==> src/rtl/mipi_pkg.sv <==
// rtl/mipi_pkg.sv - shared state encoding and sync constants for the CSI-2 lane aligner
package mipi_pkg;

   typedef enum logic [2:0] {
      IDLE,
      HUNT,
      WAIT2,
      LOCKED,
      FAIL
   } align_state_t;

   localparam logic [7:0] SYNC_BYTE        = 8'hB8;
   localparam int         HUNT_TIMEOUT_DEF = 64;
   localparam int         MAX_SKEW_DEF     = 3;

   // Returns {hit, offset}; scanning high to low leaves the lowest matching offset.
   function automatic logic [2:0] find_sync(input logic [11:0] win, input logic [7:0] pattern);
      logic [2:0] r;
      r = 3'b000;
      for (int o = 3; o >= 0; o--) begin
         if (win[o +: 8] == pattern) r = {1'b1, 2'(o)};
      end
      return r;
   endfunction

endpackage

==> src/rtl/mipi_lane_sync_detect.sv <==
// rtl/mipi_lane_sync_detect.sv - per-lane 12-bit window, sync search and deskew delay line
module mipi_lane_sync_detect
   import mipi_pkg::*;
#(
   parameter int MAX_SKEW = MAX_SKEW_DEF
) (
   input  logic       sync_mipi_clk_2,
   input  logic       reset,
   input  logic       clear,
   input  logic [3:0] nib,
   input  logic [1:0] tap_sel,
   input  logic [1:0] phase_sel,
   output logic       match,
   output logic [1:0] phase,
   output logic [7:0] data
);

   logic [11:0] win;
   logic [11:0] dly [1:MAX_SKEW];
   logic [11:0] tap;
   logic [2:0]  hit;

   // Newest nibble enters at the top, so win[0] is the oldest serial bit.
   always_ff @(posedge sync_mipi_clk_2) begin
      if (reset || clear) begin
         win <= '0;
         for (int i = 1; i <= MAX_SKEW; i++) dly[i] <= '0;
      end else begin
         win    <= {nib, win[11:4]};
         dly[1] <= win;
         for (int i = 2; i <= MAX_SKEW; i++) dly[i] <= dly[i-1];
      end
   end

   assign hit   = find_sync(win, SYNC_BYTE);
   assign match = hit[2];
   assign phase = hit[1:0];

   // Tap 0 is the live window; tap k is the window as it stood k cycles ago.
   always_comb begin
      tap = win;
      for (int i = 1; i <= MAX_SKEW; i++) begin
         if (int'(tap_sel) == i) tap = dly[i];
      end
   end

   assign data = tap[phase_sel +: 8];

endmodule

==> src/rtl/mipi_lane_align_ctrl.sv <==
// rtl/mipi_lane_align_ctrl.sv - two-lane CSI-2 sync hunt, skew measurement and aligned byte emission
module mipi_lane_align_ctrl
   import mipi_pkg::*;
#(
   parameter int HUNT_TIMEOUT = HUNT_TIMEOUT_DEF,
   parameter int MAX_SKEW     = MAX_SKEW_DEF
) (
   input  logic       sync_mipi_clk_2,
   input  logic       reset,
   input  logic       stop,
   input  logic [3:0] lane0_nib,
   input  logic [3:0] lane1_nib,
   output logic [7:0] byte0,
   output logic [7:0] byte1,
   output logic       byte_valid,
   output logic       locked,
   output logic       sync_err,
   output logic [1:0] skew,
   output logic       early_lane,
   output logic [1:0] phase0,
   output logic [1:0] phase1
);

   localparam int TW = $clog2(HUNT_TIMEOUT);
   localparam int CW = $clog2(MAX_SKEW + 1);

   align_state_t  state;
   logic [TW-1:0] timer;
   logic [CW-1:0] cnt;
   logic          emit_ph;

   logic       match0, match1, late_match;
   logic [1:0] hit_ph0, hit_ph1;
   logic [1:0] tap0, tap1;
   logic [7:0] data0, data1;

   // The early lane is read from further back in its delay line to line up with the late lane.
   assign tap0       = early_lane ? 2'd0 : skew;
   assign tap1       = early_lane ? skew : 2'd0;
   assign late_match = early_lane ? match0 : match1;

   mipi_lane_sync_detect #(.MAX_SKEW(MAX_SKEW)) u_lane0 (
      .sync_mipi_clk_2 (sync_mipi_clk_2),
      .reset           (reset),
      .clear           (stop),
      .nib             (lane0_nib),
      .tap_sel         (tap0),
      .phase_sel       (phase0),
      .match           (match0),
      .phase           (hit_ph0),
      .data            (data0)
   );

   mipi_lane_sync_detect #(.MAX_SKEW(MAX_SKEW)) u_lane1 (
      .sync_mipi_clk_2 (sync_mipi_clk_2),
      .reset           (reset),
      .clear           (stop),
      .nib             (lane1_nib),
      .tap_sel         (tap1),
      .phase_sel       (phase1),
      .match           (match1),
      .phase           (hit_ph1),
      .data            (data1)
   );

   always_ff @(posedge sync_mipi_clk_2) begin
      if (reset || stop) begin
         state      <= IDLE;
         timer      <= '0;
         cnt        <= '0;
         emit_ph    <= 1'b0;
         byte0      <= '0;
         byte1      <= '0;
         byte_valid <= 1'b0;
         locked     <= 1'b0;
         sync_err   <= 1'b0;
         skew       <= '0;
         early_lane <= 1'b0;
         phase0     <= '0;
         phase1     <= '0;
      end else begin
         byte_valid <= 1'b0;
         sync_err   <= 1'b0;
         case (state)
            IDLE: begin
               state <= HUNT;
               timer <= '0;
            end
            HUNT: begin
               if (match0 && match1) begin
                  state      <= LOCKED;
                  locked     <= 1'b1;
                  emit_ph    <= 1'b0;
                  skew       <= '0;
                  early_lane <= 1'b0;
                  phase0     <= hit_ph0;
                  phase1     <= hit_ph1;
               end else if (match0 || match1) begin
                  state      <= WAIT2;
                  cnt        <= '0;
                  early_lane <= match1;
                  if (match0) phase0 <= hit_ph0;
                  else        phase1 <= hit_ph1;
               end else if (int'(timer) == HUNT_TIMEOUT - 1) begin
                  state    <= FAIL;
                  sync_err <= 1'b1;
               end else begin
                  timer <= timer + TW'(1);
               end
            end
            WAIT2: begin
               if (late_match && (int'(cnt) + 1 <= MAX_SKEW)) begin
                  state   <= LOCKED;
                  locked  <= 1'b1;
                  emit_ph <= 1'b0;
                  skew    <= 2'(int'(cnt) + 1);
                  if (early_lane) phase0 <= hit_ph0;
                  else            phase1 <= hit_ph1;
               end else if (int'(cnt) + 1 > MAX_SKEW) begin
                  state    <= FAIL;
                  sync_err <= 1'b1;
               end else begin
                  cnt <= cnt + CW'(1);
               end
            end
            LOCKED: begin
               // Odd phase lands on the payload byte, skipping the sync byte itself.
               emit_ph <= ~emit_ph;
               if (emit_ph) begin
                  byte_valid <= 1'b1;
                  byte0      <= data0;
                  byte1      <= data1;
               end
            end
            FAIL: begin
               state <= FAIL;
            end
            default: state <= IDLE;
         endcase
      end
   end

endmodule

==> config.mk <==
export PLATFORM = sky130hd
export DESIGN_NAME = mipi_lane_align_ctrl
export DESIGN_NICKNAME = d
export VERILOG_FILES = /design/src/rtl/mipi_pkg.sv /design/src/rtl/mipi_lane_sync_detect.sv /design/src/rtl/mipi_lane_align_ctrl.sv
export SDC_FILE = /design/constraint.sdc
export NUM_CORES = 1
export LEC_CHECK = 0
export ABC_AREA = 1
export CAP_MARGIN = 10
export CORE_MARGIN = 1.5
export CORE_UTILIZATION = 58
export DETAILED_ROUTE_END_ITERATION = 10
export HOLD_SLACK_MARGIN = 0.06
export PLACE_DENSITY = 0.92
export RECOVER_POWER = 100
export SYNTH_ARGS = -nofsm -noshare
export SYNTH_HDL_FRONTEND = slang
export SYNTH_SLANG_ARGS = --single-unit
==> constraint.sdc <==
create_clock -name sync_mipi_clk_2 -period 2.11 [get_ports sync_mipi_clk_2]
set_clock_uncertainty 0.05 [all_clocks]
set_input_delay 0.5275 -clock sync_mipi_clk_2 [delete_from_list [all_inputs] [get_ports sync_mipi_clk_2]]
set_output_delay 0.5275 -clock sync_mipi_clk_2 [all_outputs]
set_load 0.01 [all_outputs]
==> flow_summary.ini <==
[run_status]
status = complete, no violations

[clock_network]
cts-buffers-inserted = 9
post_cts_resize_count = 2
post_cts_hold_buffer_count = 0
clockBufferDepth = 2
clkLatencyLatePin_ns = 0.37
cts_post_setup_buffers_inserted = 0
clkSlewWorstSetupHoldPaths_ns = 0.08
count_of_clock_tree_sinks = 86
cts_tree = built
ctsHtreeMaxLevel = 3
clk_root_buffer_cell = clkbuf_8

[yosys]
synth.yosys.seq_area_share = 0.378
synth_top_area_share = 0.378
synthArstFlopShare = 0
synthesis.instances = 694
area_of_the_mapped_netlist_mm2 = 0.00455
synth_edf_count = 0
synth_top_flop_cell = dfxtp_1
post_synth.cell_area_avg_um2 = 6.56
synth.net_count = 707
number_of_warnings_printed_during_yosys_synthesis = 0
synth-seq-cells = 86
synth.most_common_cell = nand2_1
synth.lib_cells_used.distinct = 34
netlist_top_cells_count = nand2_1, nor2_1, inv_1
yosys.area.top_type = dfxtp_1
yosys-top-cells-area = dfxtp_1, nand2_1, nand3_1

[floorplan]
pin_count = 37
core_mm2 = 0.00765
die_w_um = 91.6
die-area_mm2 = 0.00839
placementRows = 32
die_h_um = 91.6
start_util = 0.595

[sta]
hold_viol = 0
max_freq_mhz = 482
setup_viol_count_final = 0
slew_headroom = 0.446
timing.final.max_slew_violations = 0
setup_tns_final_ns = 0
period_share = 0.982
timing_worst_slew_pin_value_ns = 0.830
min_period_ns = 2.07
fin_worst_hold_slack_ns = 0.360

[pwr]
power.ir.vdd_worst_uv = 457
leakagePower_nw = 2.21
powerDensity_mw_per_mm2 = 597
totalPowerFinal_mw = 3.13

[critical_path]
arrival_ns = 1.50
critPathKind = flip-flop to output port
timing.critical_path.cells = clkdlybuf4s50_1
critPathTopFamily = buffers and inverters
req_time_crit_path_ns = 1.53
critPathCaptureType = output port
maximum_cell_stage_delay_along_the_critical_path_ns = 0.63
path_buf_inv = 1
worst-path-max-fanout = 10
critical-path-slowest-cell = clkdlybuf4s50_1
startpoint_type = flip-flop

[drt]
detail_route.first_pass.iterations = 5
drt_wl_total_mm = 11.2
dr.first_iter.drc_count = 320
wl_per_cell_um = 13.4
ant_nets = 0
detail_route.drc_violations = 0
route.vias.total = 4553
viasPerCell = 5.45

[job]
maxCapViolations = 0

[place]
io_buffers = 36
finalWeightedCongestion = 0.967
dpl.hpwl_mm = 8.25
post_placement_cell_count = 820

[final_layout]
nNetsFinal = 742
instances_no_fill = 836
multi_input_area_mm2 = 0.00229
antennaDiodeCount = 0
final_core_util = 0.685
num-fill-cells = 633
storage_cell_area_mm2 = 0.00172
syn_to_final_growth_pct = 15.1
drive_gt1_frac = 0.0817

[min_path]
hold_path_class = flip-flop to flip-flop

[global_route]
global_route_total_overflow = 0
antenna_found_initial = 0
grt_max_degree = 27
grt_pass1_wl_mm = 19.2
grt_pass1_vias = 4188
grt_use_total = 0.283
==> power by group <==
part / switching, mW / leakage [nW] / internal (mW) / total (mW)
combinational: 0.103 / 1.40 / 0.0624 / 0.165
clock: 0.610 / 0.109 / 0.704 / 1.31
sequential: 0.0134 / 0.696 / 1.64 / 1.65
==> cells by family after synthesis <==
| group | synth area share |
|---|---|
| buf+inv | 0.115 |
| simple gates | 0.372 |
| flops | 0.378 |
| xor+xnor | 0.00193 |
| fa+ha+maj | 0.00550 |
| compound gates | 0.127 |
==> cell type report <==
cell class                      count  area share
Clock buffer                       10      0.0263
Clock inverter                      6      0.0177
Timing Repair Buffer               50      0.0908
Inverter                          103      0.0738
Tap cell                          102      0.0244
Sequential cell                    86       0.329
Multi-Input combinational cell    479       0.438
==> flip-flops by register name, indices dropped and copies added, names as in the netlist <==
signal       count
phase1           2
u_lane1.win     12
early_lane       1
cnt              2
phase0           2
u_lane0.dly     12
byte_valid       1
locked           1
skew             2
state            3
u_lane1.dly     12
emit_ph          1
sync_err         1
byte1            8
timer            6
u_lane0.win     12
byte0            8
==> layer usage <==
metal / global-route usage / part of all wire / vias to the layer above
met3: 0.0528 / 0.069 / 32
met1: 0.345 / 0.42 / 2032
met4: 0.120 / 0.025 / 0
li1: - / - / 2267
met2: 0.483 / 0.49 / 222
met5: 0 / 0 / -
==> cells in the final DEF (no fill, tap or decap), drive strengths merged, types with 3 or more instances in the layout <==
cell type	synthesis	routed
dfxtp	86	86
a21oi	12	12
nand2	163	163
o21a	13	13
inv	102	103
o211ai	19	19
nand4	6	6
nand3	92	92
nor3	3	3
buf	12	12
clkdlybuf4s50	0	12
nor2	114	114
o21ai	46	46
clkbuf	14	12
dlygate4sd3	0	24
==> through the flow <==
stage,cell area (µm²),setup slack (ns)
2_1_floorplan,4550,0.536
3_3_place_gp,5020,0.213
3_5_place_dp,5020,0.187
4_1_cts,5260,0.0398
5_1_grt,5240,-0.00421
6_report,5240,0.0371
==> worst min-delay path, stage by stage (launching register included) <==
cell	delay (ns)
dfxtp_1	0.30
inv_1	0.04
nor2_1	0.03
==> final timing paths <==
check	start	end	slack [ns]	cells past startpoint
worst max-delay path	early_lane	early_lane	0.04	1
worst min-delay path	u_lane1.win[11]	u_lane1.win[7]	0.36	2
worst max register to register	u_lane1.win[2]	skew[1]	0.15	12
worst min register to register	u_lane1.win[11]	u_lane1.win[7]	0.36	2
Power figures use the tool's default switching activity.
